<file path="src/rtl/mem_arb_pkg.sv">
// Shared types and constants for the instruction/data memory port arbiter.
package mem_arb_pkg;

  typedef enum logic [1:0] {
    IDLE = 2'd0,
    BUSY = 2'd1,
    RESP = 2'd2
  } state_e;

  typedef enum logic {
    GNT_INST = 1'b0,
    GNT_DATA = 1'b1
  } grant_e;

  localparam logic [31:0] TIMEOUT_DATA = 32'hDEADBEEF;

endpackage

</file>
<file path="src/rtl/mem_port_arbiter.sv">
// Round-robin arbiter sharing one memory port between fetch and data requesters.
// Optional BUSY watchdog enabled by defining MEM_PORT_ARBITER_TIMEOUT_EN.
module mem_port_arbiter
  import mem_arb_pkg::*;
#(
  parameter int DATA_WIDTH      = 32,
  parameter int BYTE_DATA_WIDTH = 4,
  parameter int TIMEOUT_CYCLES  = 256
) (
  input  logic                       clk,
  input  logic                       rst,
  input  logic                       inst_req,
  input  logic [DATA_WIDTH-1:0]      inst_addr,
  output logic                       inst_valid,
  output logic [DATA_WIDTH-1:0]      inst_data,
  input  logic                       data_req,
  input  logic                       data_we,
  input  logic [BYTE_DATA_WIDTH-1:0] byte_enable,
  input  logic [DATA_WIDTH-1:0]      data_addr,
  input  logic [DATA_WIDTH-1:0]      wdata,
  output logic                       data_valid,
  output logic [DATA_WIDTH-1:0]      rdata,
  output logic                       mem_req,
  output logic                       mem_we,
  output logic [BYTE_DATA_WIDTH-1:0] mem_be,
  output logic [DATA_WIDTH-1:0]      mem_addr,
  output logic [DATA_WIDTH-1:0]      mem_wdata,
  input  logic                       mem_valid,
  input  logic [DATA_WIDTH-1:0]      mem_rdata,
  output logic                       arb_error
);

  // Handshake: a requester holds req and its fields until its one-cycle valid;
  // the memory sees a level mem_req held stable until a one-cycle mem_valid.
  state_e                     state_q, state_d;
  grant_e                     last_q, last_d;
  grant_e                     gnt_q, gnt_d;
  logic                       mem_req_q, mem_req_d;
  logic                       mem_we_q, mem_we_d;
  logic [BYTE_DATA_WIDTH-1:0] mem_be_q, mem_be_d;
  logic [DATA_WIDTH-1:0]      mem_addr_q, mem_addr_d;
  logic [DATA_WIDTH-1:0]      mem_wdata_q, mem_wdata_d;
  logic                       inst_valid_q, inst_valid_d;
  logic [DATA_WIDTH-1:0]      inst_data_q, inst_data_d;
  logic                       data_valid_q, data_valid_d;
  logic [DATA_WIDTH-1:0]      rdata_q, rdata_d;
  logic                       arb_error_q, arb_error_d;
  logic [DATA_WIDTH-1:0]      resp_data;
  logic                       timeout_hit;

`ifdef MEM_PORT_ARBITER_TIMEOUT_EN
  localparam int CNT_W = (TIMEOUT_CYCLES > 2) ? $clog2(TIMEOUT_CYCLES) : 1;
  logic [CNT_W-1:0] cnt_q, cnt_d;

  // Counts BUSY cycles; starts at zero in the first BUSY cycle.
  assign cnt_d       = (state_q == BUSY) ? cnt_q + 1'b1 : '0;
  assign timeout_hit = (state_q == BUSY) && (cnt_q == CNT_W'(TIMEOUT_CYCLES - 1));

  always_ff @(posedge clk or negedge rst) begin
    if (!rst) cnt_q <= '0;
    else      cnt_q <= cnt_d;
  end
`else
  assign timeout_hit = 1'b0;
`endif

  always_comb begin
    state_d      = state_q;
    last_d       = last_q;
    gnt_d        = gnt_q;
    mem_req_d    = mem_req_q;
    mem_we_d     = mem_we_q;
    mem_be_d     = mem_be_q;
    mem_addr_d   = mem_addr_q;
    mem_wdata_d  = mem_wdata_q;
    inst_valid_d = 1'b0;
    inst_data_d  = inst_data_q;
    data_valid_d = 1'b0;
    rdata_d      = rdata_q;
    arb_error_d  = 1'b0;
    resp_data    = mem_rdata;
    case (state_q)
      IDLE: begin
        if (inst_req || data_req) begin
          if (inst_req && (!data_req || last_q == GNT_DATA)) begin
            gnt_d       = GNT_INST;
            mem_we_d    = 1'b0;
            mem_be_d    = '1;
            mem_addr_d  = inst_addr;
            mem_wdata_d = '0;
          end else begin
            gnt_d       = GNT_DATA;
            mem_we_d    = data_we;
            mem_be_d    = byte_enable;
            mem_addr_d  = data_addr;
            mem_wdata_d = wdata;
          end
          last_d    = gnt_d;
          mem_req_d = 1'b1;
          state_d   = BUSY;
        end
      end
      BUSY: begin
        // A real completion on the watchdog edge takes priority over the timeout.
        if (mem_valid || timeout_hit) begin
          if (!mem_valid) resp_data = DATA_WIDTH'(TIMEOUT_DATA);
          mem_req_d   = 1'b0;
          arb_error_d = !mem_valid;
          if (gnt_q == GNT_INST) begin
            inst_valid_d = 1'b1;
            inst_data_d  = resp_data;
          end else begin
            data_valid_d = 1'b1;
            rdata_d      = resp_data;
          end
          state_d = RESP;
        end
      end
      RESP:    state_d = IDLE;
      default: state_d = IDLE;
    endcase
  end

  always_ff @(posedge clk or negedge rst) begin
    if (!rst) begin
      state_q      <= IDLE;
      last_q       <= GNT_DATA;
      gnt_q        <= GNT_DATA;
      mem_req_q    <= 1'b0;
      mem_we_q     <= 1'b0;
      mem_be_q     <= '0;
      mem_addr_q   <= '0;
      mem_wdata_q  <= '0;
      inst_valid_q <= 1'b0;
      inst_data_q  <= '0;
      data_valid_q <= 1'b0;
      rdata_q      <= '0;
      arb_error_q  <= 1'b0;
    end else begin
      state_q      <= state_d;
      last_q       <= last_d;
      gnt_q        <= gnt_d;
      mem_req_q    <= mem_req_d;
      mem_we_q     <= mem_we_d;
      mem_be_q     <= mem_be_d;
      mem_addr_q   <= mem_addr_d;
      mem_wdata_q  <= mem_wdata_d;
      inst_valid_q <= inst_valid_d;
      inst_data_q  <= inst_data_d;
      data_valid_q <= data_valid_d;
      rdata_q      <= rdata_d;
      arb_error_q  <= arb_error_d;
    end
  end

  assign mem_req    = mem_req_q;
  assign mem_we     = mem_we_q;
  assign mem_be     = mem_be_q;
  assign mem_addr   = mem_addr_q;
  assign mem_wdata  = mem_wdata_q;
  assign inst_valid = inst_valid_q;
  assign inst_data  = inst_data_q;
  assign data_valid = data_valid_q;
  assign rdata      = rdata_q;
  assign arb_error  = arb_error_q;

endmodule

</file>
<file path="config.mk">
export PLATFORM = sky130hd
export DESIGN_NAME = mem_port_arbiter
export DESIGN_NICKNAME = d
export VERILOG_FILES = /design/src/rtl/mem_arb_pkg.sv /design/src/rtl/mem_port_arbiter.sv
export SDC_FILE = /design/constraint.sdc
export NUM_CORES = 1
export LEC_CHECK = 0
export CAP_MARGIN = 20
export CORE_MARGIN = 2
export CORE_UTILIZATION = 40
export DETAILED_ROUTE_END_ITERATION = 16
export GPL_ROUTABILITY_DRIVEN = 0
export PLACE_DENSITY_LB_ADDON = 0.08
export SLEW_MARGIN = 40
export SYNTH_ARGS = -nofsm -noshare
export SYNTH_HDL_FRONTEND = slang
export SYNTH_SLANG_ARGS = --single-unit
</file>
<file path="constraint.sdc">
create_clock -name clk -period 2.1 [get_ports clk]
set_input_delay 0.315 -clock clk [delete_from_list [all_inputs] [get_ports clk]]
set_output_delay 0.315 -clock clk [all_outputs]
set_load 0.1 [all_outputs]
</file>
==> results of run 1 <==
[path summary, 6_finish.rpt]
kind	depth (start not counted)	endpoint
worst max register to register	4	inst_data[26]$_DFFE_PN0P_
worst min-delay path	2	mem_wdata[14]$_DFFE_PN0P_
worst min register to register	2	mem_req$_DFFE_PN0P_
min in group clk	3	mem_be[1]$_DFFE_PN0P_
max in group asynchronous	3	inst_data[1]$_DFFE_PN0P_
worst max-delay path	4	inst_data[26]$_DFFE_PN0P_
[cells in the final DEF, fill, tap and decap left out, types with 3 or more instances in the layout]
cell type	Yosys	routed
sky130_fd_sc_hd__clkinvlp_4	0	3
sky130_fd_sc_hd__buf_12	0	6
sky130_fd_sc_hd__nand3_1	32	32
sky130_fd_sc_hd__clkinv_2	0	4
sky130_fd_sc_hd__a22o_1	33	33
sky130_fd_sc_hd__a21oi_1	32	32
sky130_fd_sc_hd__a2bb2oi_1	4	4
sky130_fd_sc_hd__nand2_1	3	3
sky130_fd_sc_hd__a31oi_1	32	32
sky130_fd_sc_hd__clkdlybuf4s50_1	0	136
sky130_fd_sc_hd__o21ai_0	33	33
sky130_fd_sc_hd__buf_4	1	150
sky130_fd_sc_hd__inv_1	7	7
sky130_fd_sc_hd__dfrtp_1	138	138
sky130_fd_sc_hd__bufinv_16	0	4
sky130_fd_sc_hd__clkbuf_16	0	17
sky130_fd_sc_hd__mux2_2	64	64
[state kept, by name, indices dropped and copies added (netlist names)]
name / count
inst_data: 32
mem_addr: 32
mem_wdata: 32
rdata: 32
mem_be: 4
state_q: 2
data_valid: 1
gnt_q: 1
inst_valid: 1
mem_req: 1
mem_we: 1
[layer usage]
layer / vias to the layer above / part of all wire (%) / GRT usage (%)
li1: 2130 / - / -
met5: - / 0 / 0
met2: 215 / 50 / 37.5
met1: 2262 / 38 / 25.8
met3: 28 / 8.9 / 7.54
met4: 0 / 2.2 / 8.91
[through the flow]
stage	util, %	cells
2_1_floorplan	-	429
3_3_place_gp	59.6	864
3_5_place_dp	59.6	864
4_1_cts	64.3	896
5_1_grt	64.3	896
6_report	64.3	896
[critical path: stages, from the launching register on]
cell,delay (ns)
sky130_fd_sc_hd__dfrtp_1,0.41
sky130_fd_sc_hd__nand3b_1,0.26
sky130_fd_sc_hd__nor2_4,0.14
sky130_fd_sc_hd__buf_12,0.21
sky130_fd_sc_hd__mux2_2,0.37
[logic make-up after synthesis]
logic type | Yosys count
DFF | 139
buffers and inverters | 45
other | 1
muxes | 64
AOI/OAI and AO/OA | 136
and+or+nand+nor | 44
[layout make-up]
type,count,area [µm²],area share (%)
clock buffers,19,453,5.14
multi-input cells,245,1830,20.8
clock inverters,12,171,1.94
flip-flops and latches,139,3480,39.5
repair buffers,294,2630,29.8
well taps,180,225,2.55
inverters,7,26.3,0.298
[repair_timing]
item,4_1_cts,5_1_grt
buffers inserted,0,0
hold endpoints to repair,48,0
hold buffers,1,0
==> impl.org, run 1 <==
** Clocking
- Gates resized during post-CTS repair numbered 0.
- Clock Root Buffer :: sky130_fd_sc_hd__clkbuf_16
- Buffers inserted during clock tree synthesis total 17.
- TritonCTS clock tree :: built
- CTS built an H-tree with a depth of 4.
- Counting every sink on the clock net gives 139.
- Clock latency on the worst-skew pair, taken at its later pin, is 0.41 ns.
- Clock slew seen by the registers of the worst setup and hold paths :: around 0.06 ns
- In this run the deepest clock path goes through 2 buffers.

** Floorplanning
- The core region is 13,700 µm².
- The floorplan has 43 rows.
- In this run the vertical extent of the chip is 122 µm.
- Total Die Area :: 14,800 µm²
- roughly 280 I/O pins were placed.
- From left edge to right edge, the die measures 122 µm.
- For this configuration, the core starts out at a cell density of 40.4%.

** Routing
- After the first detailed-routing iteration, the DRC count stood at around 250.
- Drt total wl :: approximately 16,000 µm
- After detailed routing, the number of vias per cell comes to 5.17.
- Via count :: 4,635
- In the routed design, unresolved DRC markers number 0.
- WL per Instance :: 18.1 µm
- In this run the remaining antenna-violating nets after routing total 0.
- DR pass1 iterations :: 4

** Yosys
- Summing the areas of all fa, ha and maj instances in the mapped netlist gives 0% of the synthesized area.
- The synthesized design contains 0 enable-type register cells.
- After synthesis, flip-flops and latches occupy around 63% of the total area.
- The commonest cells after synthesis are sky130_fd_sc_hd__dfrtp_1 (138), sky130_fd_sc_hd__mux2_2 (64), sky130_fd_sc_hd__a22o_1 (33), sky130_fd_sc_hd__o21ai_0 (33).
- After Yosys synthesis, XOR and XNOR cells account for 0% of the synthesized area.
- Main combinational cell family by area after synthesis :: compound AO/OA/AOI/OAI gates
- Share of async-settable or async-resettable flops after synthesis :: 100%
- Dominant synthesized flop cell :: sky130_fd_sc_hd__dfrtp_1
- The synthesized design devotes to its leading area cell type just over 60% of total area.
- During synthesis, Yosys emitted a total of 0 warnings.
- Library cell with the largest summed area after synthesis :: sky130_fd_sc_hd__dfrtp_1
- Post-synthesis mux area share :: 13.0%
- Biggest area contributors in the synthesized netlist :: sky130_fd_sc_hd__dfrtp_1 (62%), sky130_fd_sc_hd__mux2_2 (13%), sky130_fd_sc_hd__a22o_1 (5.2%)
- sky130_fd_sc_hd__dfrtp_1 is the most common cell in the netlist.
- Number of distinct library cells after synthesis :: 27
- Compound-cell area share of the yosys netlist :: 15.6%
- Synthesis inferred 139 register bits.
- Mapped Cells :: 429
- Combined area of all synthesized cells :: 5540 µm²
- Each instance of the synthesized netlist takes up on average 12.9 µm².
- The number of nets handed over by synthesis was 567.
- Summing the areas of all and, or, nand and nor instances in the mapped netlist gives under 10% of the synthesized area.

** Finish
- With fillers left out, the area of the finished cells amounts to 8820 µm².
- Area growth syn-to-layout :: 59.0%
- Layout Nets :: 842
- 0 antenna diodes ended up in the layout.
- Fill cell count :: 1,076
- Layout cells sized above 1 :: between 30% and 40%

** Placed design
- Detailed placement ended at an HPWL of 11,700 µm.
- Post-Place Worst Slack :: 0.211 ns
- Summing all placed instances gives a cell area of 8180 µm².
- During placement, the flow inserted port buffers numbering 273.

** Setup path
- Critical path arrival :: about 1.8 ns
- Data on the critical path is required at its endpoint by 2.38 ns.
- Startpoint kind of the worst setup timing path :: flip-flop
- Category of the worst setup path capture point :: flip-flop
- WS Path Type :: flip-flop to flip-flop
- Along the worst path, the maximum fanout reaches 33.
- Crit Reg-Reg Startpoint :: state_q[1]$_DFFE_PN0P_
- Beginning of the critical path :: state_q[1]$_DFFE_PN0P_
- Reg2Reg Setup Slack :: 0.56 ns

** Global route
- Vias in the first global route :: between 4,000 and 5,000
- Entering global routing, the biggest net connects 53 pins.
- Initial antenna violation count :: 0
- First-pass GRT wire length :: 24,900 µm
- Overall routing resource usage :: 22.1%
- The total overflow left after global routing is 0.

** Timing
- Final-report setup violation count :: 0
- Total negative setup slack :: 0 ns
- Slew of the pin with the lowest slew margin :: between 0.5 and 0.6 ns
- Timing would allow up to 648 MHz.
- Final worst setup slack :: 0.556 ns
- Between clock sinks in the finished design, the worst skew comes to around 0.007 ns.
- Headroom to the max-slew limit came out at 66.6%.
- Part of the cycle the worst path needs :: 73.5%
- WHS :: 0.423 ns
- The number of pins with negative max-slew slack in the final report was 0.
- Final hold vios :: 0
- Shortest period the worst path allows :: 1.54 ns
- Setup repair after global routing left no endpoint under its margin.

** Worst hold path
- Classification of the worst-slack hold path :: primary input to async pin

** Outcome
- Run status :: complete, no violations

** Job
- The tool flagged a number of max-cap violations equal to 0.
Power of run 1 is not shown: default switching activity piles up to over one toggle a cycle in this logic, so the estimate is an artifact.
==> run 2: changes to the inputs <==
Clock period 2.1 ns to 1.5 ns, I/O delays scaled along.
==> run 2 against run 1 <==
  * Register-to-register slack got worse by 0.56 ns
  * Core utilization rose by 13 points
  * Highest routed layer unchanged
  * Via count up 0.95%
  * Sequential cell count unchanged
  * Critical endpoint is now inst_data[7]$_DFFE_PN0P_
  * Critical path depth did not move
  * Cell area grew 20%
  * Setup slack worse by 0.56 ns
==> impl.org, run 2 (synthesis gave the netlist of run 1 again) <==
** Clocking
- The number of clock buffers inserted by TritonCTS came to 17 (unchanged).
- The TritonCTS clock tree is built (unchanged).
- Largest buffer count on any clock path :: 2 (unchanged)
- The clock input transition at the sequential cells of the worst setup and hold paths is 0.06 ns (about the same).
- Post-CTS setup buffer count :: 0 (unchanged)
- The clock latency on the worst-skew pair is 0.42 ns (was 0.41 ns).
- Sink count of the clock tree :: 139 (unchanged)
- The library cell used as clock root buffer is sky130_fd_sc_hd__clkbuf_16 (unchanged).
- The number of H-tree levels is 4 (unchanged).

** Setup path
- Crit path buffers/inverters :: 1 (unchanged)
- Required time at the worst-slack endpoint :: 1.80 ns (was 2.38 ns)
- List of cells traversed by the critical path: nand3b_1 > nor2_4 > buf_12 > mux2_2 (unchanged).
- Top Family by Delay on Critical Path :: simple AND/OR/NAND/NOR gates (was flip-flops)
- Maximum fanout encountered on the critical timing path :: 29 (was 33)
- WS Path Type :: flip-flop to flip-flop (unchanged)
- The type of destination of the critical path is a flip-flop (unchanged).
- Critical path arrival :: 1.80 ns (was 1.83 ns)
- Worst path max stage delay :: 0.38 ns (was 0.41 ns)
- Max stage delay cell, worst path :: sky130_fd_sc_hd__dfrtp_1 (unchanged)
- The launching element type of the critical path is a flip-flop (unchanged).

** Timing
- The number of endpoints with negative hold slack in the final report came to 0 (unchanged).
- Part of the cycle the worst path needs :: 100% (was 73.5%)
- The final critical path time including I/O delays and setup came to 1.50 ns (was 1.54 ns).
- Max-slew violations :: 0 (unchanged)
- Highest attainable clock frequency :: 667 MHz (was 648 MHz)
- Final-report setup violation count :: 0 (unchanged)
- RSZ-0062 raised after global routing :: yes (was no)
- The final setup skew was 0.00655 ns (was 0.00694 ns).

** Floorplanning
- Core Area :: 13,700 µm² (unchanged)
- The initial cell density of the core came to 40.4% (unchanged).
- Die extent in y :: 122 µm (unchanged)
- The I/O pin total was 275 (unchanged).
- Total Die Area :: 14,800 µm² (unchanged)
- The cell row count is 43 (unchanged).
- Chip Width :: 122 µm (unchanged)

** Job
- The max-cap check violation count is 0 (unchanged).

** Global route
- Largest net degree at the start of global routing :: 39 (was 53)
- Overall routing resource usage :: 24.6% (was 22.1%)
- The number of antenna violations at the first check in global routing came to 0 (unchanged).
- The global-route wire length before repair came to 27,400 µm (was 24,900 µm).
- GRT Residual Overflow :: 0 (unchanged)
- The number of global-route vias before repair is 4,886 (was 4,726).

** Finish
- Area of all placed cells without fillers :: 10,600 µm² (was 8820 µm²)
- The share of final-layout standard cells stronger than drive strength 1 came to 36.2% (was 35.9%).
- The fill cell instance count of the final layout was 857 (was 1,076).
- Post-layout utilization of the core :: 77.1% (was 64.3%)
- Most frequent standard cell in the layout excluding fill and tap cells :: sky130_fd_sc_hd__buf_12 (was sky130_fd_sc_hd__buf_4)
- Top library cells by usage in the layout, fill and taps aside :: sky130_fd_sc_hd__buf_12 (145), sky130_fd_sc_hd__dfrtp_1 (138), sky130_fd_sc_hd__clkdlybuf4s50_1 (136) (was sky130_fd_sc_hd__buf_4 (150), sky130_fd_sc_hd__dfrtp_1 (138), sky130_fd_sc_hd__clkdlybuf4s50_1 (136))
- The register area was 3480 µm² (unchanged).
- The area overhead of the layout relative to synthesis is 90.9% (was 59.0%).
- Area of the multi-input gates :: 1850 µm² (was 1830 µm²)
- The count of antenna diodes in the layout is 0 (unchanged).
- Layout Nets :: 846 (was 842)

** Worst hold path
- The class of the worst hold path was primary input to async pin (unchanged).

** Routing
- Final antenna-violating net count :: 0 (unchanged)
- DRC errors left :: 0 (unchanged)
- The number of iterations in the first detailed-routing pass was 4 (unchanged).
- The final routed wirelength across all metal layers came to 17,900 µm (was 16,200 µm).
- The violation count after the first detailed-routing iteration is 235 (was 249).
- The via density per instance came to 5.19 (was 5.17).
- The routed length per instance is 19.9 µm (was 18.1 µm).
- Via count :: 4,679 (was 4,635)

** Placed design
- Number of port buffers :: 273 (unchanged)
- The cell area reported after detailed placement is 9940 µm² (was 8180 µm²).
- The sum of net half-perimeters after detailed placement came to 12,900 µm (was 11,700 µm).

** Outcome
- Run status :: complete, no violations (unchanged)
-- run 2: cell types whose count changed in the layout (fill, tap and decap cells not counted), sizes merged --
cell	change
clkbuf	+6
buf	+3
bufinv	-2
clkinvlp	-3
clkinv	+1
-- run 2: layout make-up --
type | instances | share of cell area [%]
repair buffers | 298 | 41.8
inverters | 7 | 0.248
multi-input cells | 245 | 17.5
clock buffers | 24 | 4.65
flip-flops and latches | 139 | 32.9
clock inverters | 8 | 0.851
well taps | 180 | 2.13
-- run 2: routing by layer --
metal	global-route usage (%)	wire, µm	part of all wire (%)
met2	42.6	9340	52
met4	9.99	446	2.5
met1	28.1	6730	38
met5	0	0	0
met3	8.19	1410	7.8
-- run 2: timing repair --
action	in CTS	in global routing
endpoints found under the setup margin	3	61
endpoints found under the hold margin	33	0
hold buffers	1	0
gates cloned	0	1
gates resized for setup	1	5
-- run 2: path summary, 6_finish.rpt --
kind                                              from                         to  slack [ns]  depth (start not counted)
max in group asynchronous                          rst          gnt_q$_DFFE_PN1P_        0.64                          3
worst min-delay path                               rst  mem_wdata[16]$_DFFE_PN0P_        0.29                          2
worst max-delay path            state_q[1]$_DFFE_PN0P_   inst_data[7]$_DFFE_PN0P_      0.0001                          4
worst max register to register  state_q[1]$_DFFE_PN0P_   inst_data[7]$_DFFE_PN0P_      0.0001                          4
worst min register to register     mem_req$_DFFE_PN0P_        mem_req$_DFFE_PN0P_        0.57                          2
min in group clk                        byte_enable[1]      mem_be[1]$_DFFE_PN0P_        0.35                          3
-- run 2: metrics by stage --
step                hold slack [ns]  setup WS [ns]  TNS, ns  std cells
floorplan                   -0.0706         0.0548        0        429
global route                  0.314        -0.0872    -3.17        901
detailed placement            0.150         -0.254   -27.01        867
CTS                           0.279       -0.00701  -0.0176        900
finish                        0.285       0.000132        0        901
global placement              0.145         -0.231   -23.71        867
-- run 2: worst reg2reg max path: stages (launching register included) --
cell                       delay (ns)
sky130_fd_sc_hd__dfrtp_1         0.38
sky130_fd_sc_hd__nand3b_1        0.24
sky130_fd_sc_hd__nor2_4          0.16
sky130_fd_sc_hd__buf_12          0.23
sky130_fd_sc_hd__mux2_2          0.37
Power of run 2 is left out for the same reason.
